[src/rtl/j1_mem_arbiter.sv]
// J1 data-port arbiter: CPU owns the RAM port, host steals a cycle
// after a bounded wait or halts the CPU for bulk access.
module j1_mem_arbiter #(
  parameter int AW       = 13,
  parameter int DW       = 16,
  parameter int MAX_WAIT = 8
) (
  input  logic          clk,
  input  logic          resetq,
  input  logic          cpu_rd,
  input  logic          cpu_wr,
  input  logic [AW-1:0] cpu_addr,
  input  logic [DW-1:0] cpu_wdata,
  output logic          cpu_hold,
  output logic [DW-1:0] cpu_rdata,
  input  logic          host_req,
  input  logic          host_we,
  input  logic [AW-1:0] host_addr,
  input  logic [DW-1:0] host_wdata,
  input  logic          host_halt,
  output logic          host_gnt,
  output logic          host_rvalid,
  output logic [DW-1:0] host_rdata,
  output logic          halted,
  output logic [AW-1:0] mem_addr,
  output logic          mem_we,
  output logic [DW-1:0] mem_wdata,
  input  logic [DW-1:0] mem_rdata
);

  typedef enum logic {
    RUN,
    HALT
  } state_t;

  localparam logic [7:0] LAST = 8'(MAX_WAIT - 1);

  state_t        state;
  logic [7:0]    wait_cnt;
  logic [DW-1:0] rdata_q;
  logic          cpu_act;
  logic          steal;

  assign cpu_act = cpu_rd | cpu_wr;
  assign steal   = (wait_cnt == LAST);
  assign halted  = (state == HALT);

  always_comb begin
    host_gnt = 1'b0;
    cpu_hold = 1'b0;
    unique case (1'b1)
      halted: begin
        host_gnt = host_req;
        cpu_hold = 1'b1;
      end
      default: begin
        host_gnt = host_req & (~cpu_act | steal);
        cpu_hold = host_gnt & cpu_act;
      end
    endcase
  end

  // CPU ports are the idle default; a held CPU never writes
  assign mem_addr  = host_gnt ? host_addr  : cpu_addr;
  assign mem_wdata = host_gnt ? host_wdata : cpu_wdata;
  assign mem_we    = host_gnt ? host_we    : (cpu_wr & ~cpu_hold);

  assign cpu_rdata  = mem_rdata;
  assign host_rdata = host_rvalid ? mem_rdata : rdata_q;

  always_ff @(posedge clk or negedge resetq) begin
    if (!resetq) begin
      state       <= RUN;
      wait_cnt    <= '0;
      host_rvalid <= 1'b0;
      rdata_q     <= '0;
    end else begin
      state <= host_halt ? HALT : RUN;
      if (!host_req || host_gnt)
        wait_cnt <= '0;
      else if (wait_cnt != LAST)
        wait_cnt <= wait_cnt + 8'd1;
      host_rvalid <= host_gnt & ~host_we;
      // keep the last host read word visible after the pulse
      if (host_rvalid)
        rdata_q <= mem_rdata;
    end
  end

endmodule

[config.mk]
export PLATFORM = sky130hd
export DESIGN_NAME = j1_mem_arbiter
export DESIGN_NICKNAME = d
export VERILOG_FILES = /design/src/rtl/j1_mem_arbiter.sv
export SDC_FILE = /design/constraint.sdc
export NUM_CORES = 1
export LEC_CHECK = 0
export CAP_MARGIN = 15
export CORE_MARGIN = 1.5
export CORE_UTILIZATION = 35
export CTS_CLUSTER_DIAMETER = 120
export DETAILED_ROUTE_END_ITERATION = 10
export GPL_ROUTABILITY_DRIVEN = 0
export PLACE_DENSITY = 0.88
export SYNTH_ARGS = -nofsm -noshare
export SYNTH_HDL_FRONTEND = slang
export SYNTH_SLANG_ARGS = --single-unit
[constraint.sdc]
create_clock -name clk -period 4.4 [get_ports clk]
set_input_delay 0.88 -clock clk [delete_from_list [all_inputs] [get_ports clk]]
set_output_delay 0.88 -clock clk [all_outputs]
set_load 0.1 [all_outputs]
==> qor_table.md <==
| Parameter | This run | Unit |
| --- | --- | --- |
| Number of buffers inserted during clock tree synthesis | 3 | - |
| Maximum root-to-sink buffer count | 2 | - |
| Tcrit/Tclk final | 79.6 | % |
| Top-count cell post-synth | mux2_4 | - |
| Layout cells sized above 1 | 46.0 | % |
| Number of distinct library cells after synthesis | 24 | - |
| Worst slew slack as a fraction of its limit | 35.1 | % |
| CTS tree | built | - |
| Peak Freq | 286 | MHz |
| Final critical delay including setup and external delays | 3500 | ps |
| Final wirelength | 4.58 | mm |
| CTS Hold Buffers Added | 0 | - |
| Synthesized Nets | 214 | - |
| Detailed-routing iteration count for the pre-antenna-repair pass | 4 | - |
| Total power divided by cell area | 404 | nW/um^2 |
| X dimension of the die | 72.9 | microns |
| Routed length per instance | 14.0 | microns |
| Total number of clock tree sinks | 26 | - |
| Primary flip-flop cell chosen by synthesis mapping | dfrtp_1 | - |
| Combinational power share | 61.2 | % |
| Post-route ant nets | 0 | - |
| Post-synthesis sequential area ratio | 38.1 | % |
| DRC Markers | 0 | - |
| Sequential power share | 23.1 | % |
| Endpoint class of the critical path | primary output | - |
| CP Max Fanout | 31 | - |
| Util after Layout | 63.5 | % |
| Accumulated negative setup slack | 0 | ps |
| First-pass GRT wire length | 6.45 | mm |
| Tightest Hold Check Type | reg2reg | - |
| Via count of the first global-routing pass | 1311 | - |
| Crit path max-delay cell type | o31a_4 | - |
| Cell taking the most area after synthesis | dfrtp_1 | - |
| Post-CTS repair timing setup buffer count | 0 | - |
| Net switching power | 0.619 | mW |
| Register clock-pin slew on the reported worst setup and hold paths | 90 | ps |
| Tot Pwr | 1.21 | mW |
| Worst stage delay on the critical path | 500 | ps |
| Sw Ratio | 51.1 | % |
| Final cell count without fillers | 328 | - |
| Number of I/O port buffers | 146 | - |
| Startpoint type of the worst setup path | input pin | - |
| Worst hold slack | 475 | ps |
| Final Max Slew Viols | 0 | - |
| Pin count of the biggest net entering global routing | 32 | - |
| Mean number of vias per cell | 4.23 | - |
| Grt ovf | 0 | - |
| Count of max-cap constraint violations | 0 | - |
| Synthesis-stage register bit count | 26 | - |
| Hold Fails Final Rpt | 0 | - |
| Lkg Pwr | 1.36 | nW |
| Detailed Place HPWL | 3.89 | mm |
| WP data required | 3520 | ps |
| Met2 Resource Use GR | 29.0 | % |
| Data arrival time of the critical path | 2620 | ps |
| Antenna diode count | 0 | - |
| Total standard cell area after synthesis | 1710 | sq um |
| Number of nets in the layout | 344 | - |
| Placed cell count | 323 | - |
| Slew @ Worst Pin | 971 | ps |
| Max Clock Skew | 6.32 | ps |
| Die height | 72.9 | microns |
| Cells taking the most area after synthesis | dfrtp_1, mux2_4, mux2_2 | - |
| Count of flip-flops with a built-in enable after synthesis | 0 | - |
| Result of the run | finished clean | - |
| Clock latency on the worst-skew pair | 260 | ps |
| RSZ-0062 raised after global routing | no | - |
| Worst-path cell chain | clkdlybuf4s50_1, nor2_1, o31a_4, mux2_2, buf_4 | - |
| List of most frequent post-synthesis cells | mux2_4, dfrtp_1, mux2_2, buf_4, nor2_1 | - |
| IR Drop Worst-Case VDD | 0.157 | mV |
| Met3 Usage GRT | 3.31 | % |
| Total I/O pin count | 147 | - |
| Worst setup path category | in2out | - |
| Total routing resource utilization after global routing | 15.6 | % |
| Post-Syn Instances | 132 | - |
| Gates resized, CTS repair | 0 | - |
| Busiest grt layer | met2 | - |
| Yosys top cell area share | 38.1 | % |
| Final count of negative-setup-slack endpoints | 0 | - |
| Area enclosed by the die boundary | 5310 | sq um |
| Initial antenna violation count | 0 | - |
| Routed vias | 1386 | - |
| Layout area overhead | 75.7 | % |
| Core outline area | 4720 | sq um |
| DRC violation total after the first TritonRoute iteration | 30 | - |
| H-tree level count | 1 | - |
| Initial Util | 36.2 | % |
| Ys async rst share | 100 | % |
| Buffer type at the clock tree root | clkbuf_8 | - |
| Mean cell area of the mapped netlist | 12.9 | sq um |
| Yosys warning total | 0 | - |
| Cell-internal power | 0.592 | mW |
| M1 GR Usage | 18.6 | % |
| Standard-cell row count | 25 | - |
| Clock network fraction of design power | 15.7 | % |
-- layout make-up --
| class | count | area (sq um) |
|---|---|---|
| inverter | 4 | 15.0 |
| clock buffer | 3 | 41.3 |
| multi-input combinational | 80 | 851 |
| fill | 370 | 1720 |
| clock inverter | 1 | 30.0 |
| timing repair buffer | 147 | 1330 |
| tap | 67 | 83.8 |
| sequential | 26 | 651 |
-- power by group through the flow --
stage | registers, mW | logic (mW) | clock network, mW
2_1_floorplan | 0.286 | 0.575 | 0
3_3_place_gp | 0.282 | 0.737 | 0
3_5_place_dp | 0.285 | 0.741 | 0
4_1_cts | 0.280 | 0.742 | 0.195
5_1_grt | 0.283 | 0.761 | 0.206
6_report | 0.279 | 0.741 | 0.190
-- placed cells by master, fill, tap and decap left out --
| master | n |
|---|---|
| clkdlybuf4s50_1 | 82 |
| buf_4 | 64 |
| mux2_4 | 28 |
| dfrtp_1 | 26 |
| mux2_2 | 17 |
| nor2_1 | 11 |
| inv_1 | 4 |
| xnor2_1 | 4 |
| nand3_1 | 3 |
| clkbuf_8 | 3 |
| nand2_1 | 2 |
| o21ai_0 | 2 |
| xor2_1 | 2 |
| or3_4 | 1 |
| nor4_4 | 1 |
| o31a_4 | 1 |
| a21o_2 | 1 |
| and2_2 | 1 |
| nand2b_1 | 1 |
| o311ai_0 | 1 |
| nor2b_1 | 1 |
| or3_2 | 1 |
| nor3_1 | 1 |
| ha_1 | 1 |
| bufinv_16 | 1 |
| buf_16 | 1 |
-- critical path: cells and delay by family --
family | cells | cell delay, ps
buffers and inverters | 2 | 670
AOI/OAI and AO/OA | 1 | 500
muxes | 1 | 400
and+or+nand+nor | 1 | 160
-- final timing paths --
path	start	to	slack, ps	cells after the start
min	wait_cnt[0]	wait_cnt[0]	480	1
max	cpu_rd	mem_wdata[15]	900	5
min reg2reg	wait_cnt[0]	wait_cnt[0]	480	1
max reg2reg	wait_cnt[4]	host_rvalid	2480	4
min in group asynchronous	resetq	rdata_q[3]	900	1
max in group asynchronous	resetq	rdata_q[1]	3070	2
-- registers in the layout, summed over array words and instances, names as in the netlist --
name         flops
host_rvalid      1
halted           1
rdata_q         16
wait_cnt         8
-- through the flow --
step	area, sq um	setup slack [ps]
after global placement	2900	953
after floorplan	1710	358
after detailed placement	2900	915
after global routing	3000	844
after CTS	2970	909
final	3000	898
-- metal layers --
metal,part of all wire [%],up-vias
met1,39,629
met5,0,-
met4,0.31,0
li1,-,700
met3,5.9,2
met2,54,55
-- cell families (layout without fill, tap and decap cells) --
kind of cell | count (synthesis) | in the layout | synth area share (%)
and+or+nand+nor | 23 | 23 | 7.55
muxes | 45 | 45 | 35.8
AOI/OAI and AO/OA | 5 | 5 | 2.64
xor gates and xnor gates | 6 | 6 | 3.08
DFF | 26 | 26 | 38.1
adders and majority gates | 1 | 1 | 0.732
buffers and inverters | 26 | 155 | 12.1
Note: power is estimated with default switching activity, not from simulation.
